[src/rtl/axis_pkg.sv]
// Shared types and the round-robin search helper for the AXI-Stream arbiter.
package axis_pkg;

  localparam int MAX_PORTS     = 16;
  localparam int MAX_IDX_WIDTH = 4;

  typedef logic [MAX_IDX_WIDTH-1:0] idx_t;

  typedef enum logic {
    IDLE,
    GRANT
  } arb_state_e;

  // Index of the first set request at or after ptr, wrapping modulo num_ports.
  // Only meaningful when at least one request bit is set.
  function automatic idx_t rr_pick(input logic [MAX_PORTS-1:0] req,
                                   input idx_t                 ptr,
                                   input int                   num_ports);
    idx_t pick;
    logic found;
    int   idx;
    pick  = '0;
    found = 1'b0;
    for (int i = 0; i < MAX_PORTS; i++) begin
      if (i < num_ports) begin
        idx = int'(ptr) + i;
        if (idx >= num_ports) idx = idx - num_ports;
        if (!found && req[idx[3:0]]) begin
          pick  = idx_t'(idx);
          found = 1'b1;
        end
      end
    end
    return pick;
  endfunction

endpackage

[src/rtl/axis_skid_reg.sv]
// Two-entry AXI-Stream register slice; in_ready is a flop so there is no
// combinational path from out_ready back to in_ready.
module axis_skid_reg #(
  parameter int WIDTH = 8
) (
  input  logic             clk,
  input  logic             rst,
  input  logic [WIDTH-1:0] in_data,
  input  logic             in_valid,
  output logic             in_ready,
  output logic [WIDTH-1:0] out_data,
  output logic             out_valid,
  input  logic             out_ready
);

  logic [WIDTH-1:0] skid_data;
  logic             skid_valid;

  assign in_ready = ~skid_valid;

  // The main register refills from the skid entry first so beat order is kept;
  // a new beat only lands in the skid entry while the main one is stalled.
  always_ff @(posedge clk or negedge rst) begin
    if (!rst) begin
      out_valid  <= 1'b0;
      out_data   <= '0;
      skid_valid <= 1'b0;
      skid_data  <= '0;
    end else if (out_ready || !out_valid) begin
      if (skid_valid) begin
        out_data   <= skid_data;
        out_valid  <= 1'b1;
        skid_valid <= 1'b0;
      end else begin
        out_valid <= in_valid;
        if (in_valid) out_data <= in_data;
      end
    end else if (in_valid && !skid_valid) begin
      skid_data  <= in_data;
      skid_valid <= 1'b1;
    end
  end

endmodule

[src/rtl/axis_rr_arbiter.sv]
// Packet-level round-robin arbiter sharing one AXI-Stream sink among
// NUM_PORTS sources; the grant is held from first beat to tlast.
module axis_rr_arbiter
  import axis_pkg::*;
#(
  parameter  int NUM_PORTS   = 4,
  parameter  int DATA_WIDTH  = 128,
  parameter  int LAST_ENABLE = 1,
  localparam int IDX_WIDTH   = $clog2(NUM_PORTS)
) (
  input  logic                            clk,
  input  logic                            rst,
  input  logic [NUM_PORTS*DATA_WIDTH-1:0] s_tdata,
  input  logic [NUM_PORTS-1:0]            s_tvalid,
  input  logic [NUM_PORTS-1:0]            s_tlast,
  output logic [NUM_PORTS-1:0]            s_tready,
  output logic [DATA_WIDTH-1:0]           m_tdata,
  output logic                            m_tvalid,
  output logic                            m_tlast,
  output logic [IDX_WIDTH-1:0]            m_tid,
  input  logic                            m_tready,
  output logic                            busy
);

  localparam int PAYLOAD_WIDTH = DATA_WIDTH + 1 + IDX_WIDTH;

  arb_state_e                state;
  logic [IDX_WIDTH-1:0]      rr_ptr;
  logic [IDX_WIDTH-1:0]      grant;
  logic [MAX_PORTS-1:0]      req_ext;
  idx_t                      ptr_ext;
  idx_t                      pick;

  logic                      beat_valid;
  logic                      beat_last;
  logic                      beat_fire;
  logic [DATA_WIDTH-1:0]     beat_data;
  logic                      skid_in_ready;
  logic [PAYLOAD_WIDTH-1:0]  skid_in;
  logic [PAYLOAD_WIDTH-1:0]  skid_out;

  always_comb begin
    req_ext                  = '0;
    req_ext[NUM_PORTS-1:0]   = s_tvalid;
    ptr_ext                  = '0;
    ptr_ext[IDX_WIDTH-1:0]   = rr_ptr;
    pick                     = rr_pick(req_ext, ptr_ext, NUM_PORTS);
  end

  assign beat_valid = (state == GRANT) && s_tvalid[grant];
  assign beat_data  = s_tdata[grant*DATA_WIDTH +: DATA_WIDTH];
  assign beat_last  = (LAST_ENABLE == 0) ? 1'b1 : s_tlast[grant];
  assign beat_fire  = beat_valid && skid_in_ready;

  always_comb begin
    s_tready = '0;
    if (state == GRANT) s_tready[grant] = skid_in_ready;
  end

  // The winner is registered, costing one IDLE cycle between packets but
  // keeping the search off the ready path. rr_ptr wraps by explicit compare
  // because NUM_PORTS need not be a power of two.
  always_ff @(posedge clk or negedge rst) begin
    if (!rst) begin
      state  <= IDLE;
      rr_ptr <= '0;
      grant  <= '0;
    end else begin
      case (state)
        IDLE: begin
          if (|s_tvalid) begin
            grant <= pick[IDX_WIDTH-1:0];
            state <= GRANT;
          end
        end
        GRANT: begin
          if (beat_fire && beat_last) begin
            rr_ptr <= (grant == IDX_WIDTH'(NUM_PORTS - 1)) ? '0 : grant + 1'b1;
            state  <= IDLE;
          end
        end
        default: state <= IDLE;
      endcase
    end
  end

  assign skid_in = {beat_last, grant, beat_data};

  axis_skid_reg #(
    .WIDTH (PAYLOAD_WIDTH)
  ) u_skid (
    .clk       (clk),
    .rst       (rst),
    .in_data   (skid_in),
    .in_valid  (beat_valid),
    .in_ready  (skid_in_ready),
    .out_data  (skid_out),
    .out_valid (m_tvalid),
    .out_ready (m_tready)
  );

  assign m_tdata = skid_out[DATA_WIDTH-1:0];
  assign m_tid   = skid_out[DATA_WIDTH +: IDX_WIDTH];
  assign m_tlast = skid_out[PAYLOAD_WIDTH-1];
  assign busy    = (state == GRANT);

endmodule
[config.mk]
export PLATFORM = sky130hd
export DESIGN_NAME = axis_rr_arbiter
export DESIGN_NICKNAME = d
export VERILOG_FILES = /design/src/rtl/axis_pkg.sv /design/src/rtl/axis_skid_reg.sv /design/src/rtl/axis_rr_arbiter.sv
export SDC_FILE = /design/constraint.sdc
export NUM_CORES = 1
export LEC_CHECK = 0
export ABC_CLOCK_PERIOD_IN_PS = 2900
export CAP_MARGIN = 30
export CORE_AREA = 3 3 259 261
export CTS_CLUSTER_DIAMETER = 80
export DETAILED_ROUTE_END_ITERATION = 12
export DIE_AREA = 0 0 262 264
export PLACE_DENSITY = 0.55
export SLEW_MARGIN = 40
export SYNTH_ARGS = -nofsm -noshare
export SYNTH_HDL_FRONTEND = slang
export SYNTH_SLANG_ARGS = --single-unit
[constraint.sdc]
create_clock -name clk -period 2.9 [get_ports clk]
set_input_delay 0.29 -clock clk [delete_from_list [all_inputs] [get_ports clk]]
set_output_delay 0.29 -clock clk [all_outputs]
set_load 0.03 [all_outputs]
==> reports/metrics.cfg <==
[clocking]
cts.reportedPaths.clkPinSlew_ns=0.06
cts.path.max_buffers=3
clock_tree.root_cell=clkbuf_16
clock_tree_from_tritoncts=done
tritoncts.num_buffers=35
worst_skew_pair.late_latency_ns=0.52
ctsHtreeMaxLevel=2
cts.sink_count=269

[worst_setup_path]
worstReg2RegStart=grant[1]
timing.critical_path.arrival_ns=2.41
ordered_cell_list_for_the_critical_path=buf_16 -> ha_1 -> and2_1 -> clkdlybuf4s50_1
critical_path_buf_inv_count=2
critical_path_depth=4
worstReg2RegEnd=u_skid.out_data[118]
worst-endpoint-required_ns=2.61
reg2regPathDepth=5
crit_fanout=63
worst_path_largest_cell_delay_ns=0.69
cp-endpoint=s_tready[1]
critPathLaunch=grant[0]
r2r_slack_ns=0.63
critPathKind=reg2out
startpoint_type=flip-flop
crit_slowest_cell=clkdlybuf4s50_1
critical_path.top_delay_family=buffers and inverters
cp-end-kind=primary output

[floorplan]
die_h_um=264
floorplan.die_area_um2=69200
floorplan.die.width_um=262
initial_utilization=0.225
top_level_ports=660
number_of_rows_in_the_core_area=93
coreArea_um2=64700

[route]
wl_per_cell_um=20.2
num_vias=11600
drc=0
drt_first_iter_violations=318
detail_route.wirelength_um=52300
antenna_left=0
drt-vias-per-instance=4.48
drt_pre_antenna_iters=4

[synthesis]
seq_area_frac_synth=0.463
ys_async_sr_fraction=1.00
yosysWarningCount=0
syn_nets=1599
synth.lib_cells_used.distinct=34
synth_area_um2=14500
synth.ff_latch_count=269
postSynthCellCount=1068
synth_enable_flop_cells=0
syn_avg_cell_area_um2=13.6
synth_ff_type=dfrtp_1

[power_and_ir_drop]
leakagePower_nw=8.86
worst_ir_drop_vdd_v=0.000472
powerDensity_nw_per_um2=1060

[timing]
final.hold.worst_slack_ns=0.378
setup_violations=0
finalWorstPathRequiredPeriod_ns=2.70
final-hold-violation-count=0
finalCritPeriodShare=0.930
fmax_ghz=0.371
timing.setup.tns_ns=0
finalWorstSetupSlack_ns=0.203
final_max_slew_viol_count=0
clk_skew_ns=0.0148
max_slew_margin=0.547
rsz0062_at_grt=false
worst_pin_slew_ns=0.679

[global_route]
total_routing_usage_gr=0.145
grt_first_pass_wirelength_um=76000
via_count_of_the_first_global_routing_pass=12446
grt_max_degree=103
grt_remaining_overflow=0
grt_antenna_before_repair=13

[finish]
multi_input_area_um2=7280
area.growth.synth_to_final_pct=60.3
drive_gt1_frac=0.169
fin_area_um2=23300
n_fill_cell=6273
regArea_um2=6740
final_stage_net_count=2240

[place]
gp_congestion=0.806
dp.final_hpwl_um=41200
post_dp_cell_area_um2=22100
post-place-ws_ns=0.333
buffer_ports.inserted=659

[run_status]
outcome=finished clean

[min_path]
worst_min_delay_path_category=in2async

[job]
max_cap_viol_count=0

final cells by class:
cell class              instances  share of cell area
diodes                          1            0.000107
inverters                       5            0.000805
well taps                     855              0.0459
repair buffers                692               0.300
clock inverters                14             0.00853
flip-flops and latches        269               0.289
multi-input cells             706               0.312
clock buffers                  50              0.0430
cell usage in the layout (no fill, tap or decap), drive strengths merged, types with 2 or more instances in the layout:
cell type	instances
nand4	2
clkinv	4
bufinv	4
inv	11
mux4	131
nor2	135
a31oi	2
nand2b	2
clkdlybuf4s50	657
nand2	7
mux2i	134
nor2b	2
buf	33
and2	7
mux2	132
clkbuf	50
ha	8
a21oi	132
dfrtp	269
o211ai	2
o21ai	2
repair_timing:
| item | 4_1_cts | 5_1_grt |
|---|---|---|
| hold buffers | 1 | 0 |
| buffers inserted | 0 | 0 |
| gates resized for setup | 0 | 3 |
| endpoints found under the setup margin | 0 | 1 |
| hold endpoints to repair | 71 | 0 |
synthesized netlist by cell type (2+ instances only):
master      n  area share
inv_1       5      0.0013
clkbuf_1   37      0.0095
mux2_2     66       0.051
buf_4       6      0.0031
nand4_1     2     0.00086
nand2_1     6      0.0015
mux4_2    131        0.20
buf_2      27      0.0093
nor2b_1     2     0.00086
o211ai_1    2      0.0010
nor2_1    134       0.035
nand2b_1    2     0.00086
a31oi_1     2     0.00086
dfrtp_1   269        0.46
mux2_1     66       0.051
mux2i_1   134       0.092
and2_1      6      0.0026
buf_6      17       0.013
o21ai_0     2     0.00069
a21oi_1   131       0.045
ha_1        8      0.0069
report_power, final:
group          internal, mW  leakage, nW  switching [mW]
Clock                  2.79        0.592            1.70
Sequential             5.75         3.10            1.09
Combinational          6.38         5.17            7.11
per-stage QoR:
step	utilization	instances	total power, mW
2_1_floorplan	-	1068	15.7
3_3_place_gp	0.341	2525	20.3
3_5_place_dp	0.341	2526	20.7
4_1_cts	0.360	2591	25.3
5_1_grt	0.360	2591	26.5
6_report	0.360	2592	24.8
routing by layer:
metal / GRT usage / wire length [um] / up-vias / part of all wire
met3: 0.0429 / 4710 / 69 / 0.090
met4: 0.0371 / 1100 / 14 / 0.021
li1: - / - / 5305 / -
met2: 0.265 / 27200 / 485 / 0.52
met1: 0.162 / 19200 / 5727 / 0.37
met5: 0 / 97 / - / 0.0019
state kept, by name, indices dropped and copies added (netlist names):
signal / flops
u_skid.out_valid: 1
busy: 1
rr_ptr: 2
grant: 2
u_skid.skid_data: 131
u_skid.out_data: 131
u_skid.skid_valid: 1
worst min path at each step:
stage | start | endpoint | slack, ns
finish | rst | u_skid.out_data[16] | 0.38
global route | rst | u_skid.out_data[16] | 0.42
CTS | rst | u_skid.out_data[16] | 0.37
detailed placement | rst | u_skid.out_data[16] | 0.35
global placement | rst | u_skid.out_data[17] | 0.35
floorplan | rst | busy | -0.006
logic make-up (layout without fill, tap and decap cells):
group,after synthesis,count (layout),share of synthesized area
and+or+nand+nor,156,156,0.0439
AOI/OAI and AO/OA,145,145,0.0520
other,0,1,0
DFF,269,269,0.463
muxes,397,397,0.397
buffers and inverters,93,761,0.0374
adders and majority gates,8,8,0.00688
worst register-to-register path, stage by stage, from the launching register on:
cell and delay, ns:
dfrtp_4 0.44, buf_4 0.33, buf_4 0.53, mux4_2 0.45, mux2i_1 0.27, a21oi_1 0.11
Note: power is estimated with default switching activity, not from simulation.
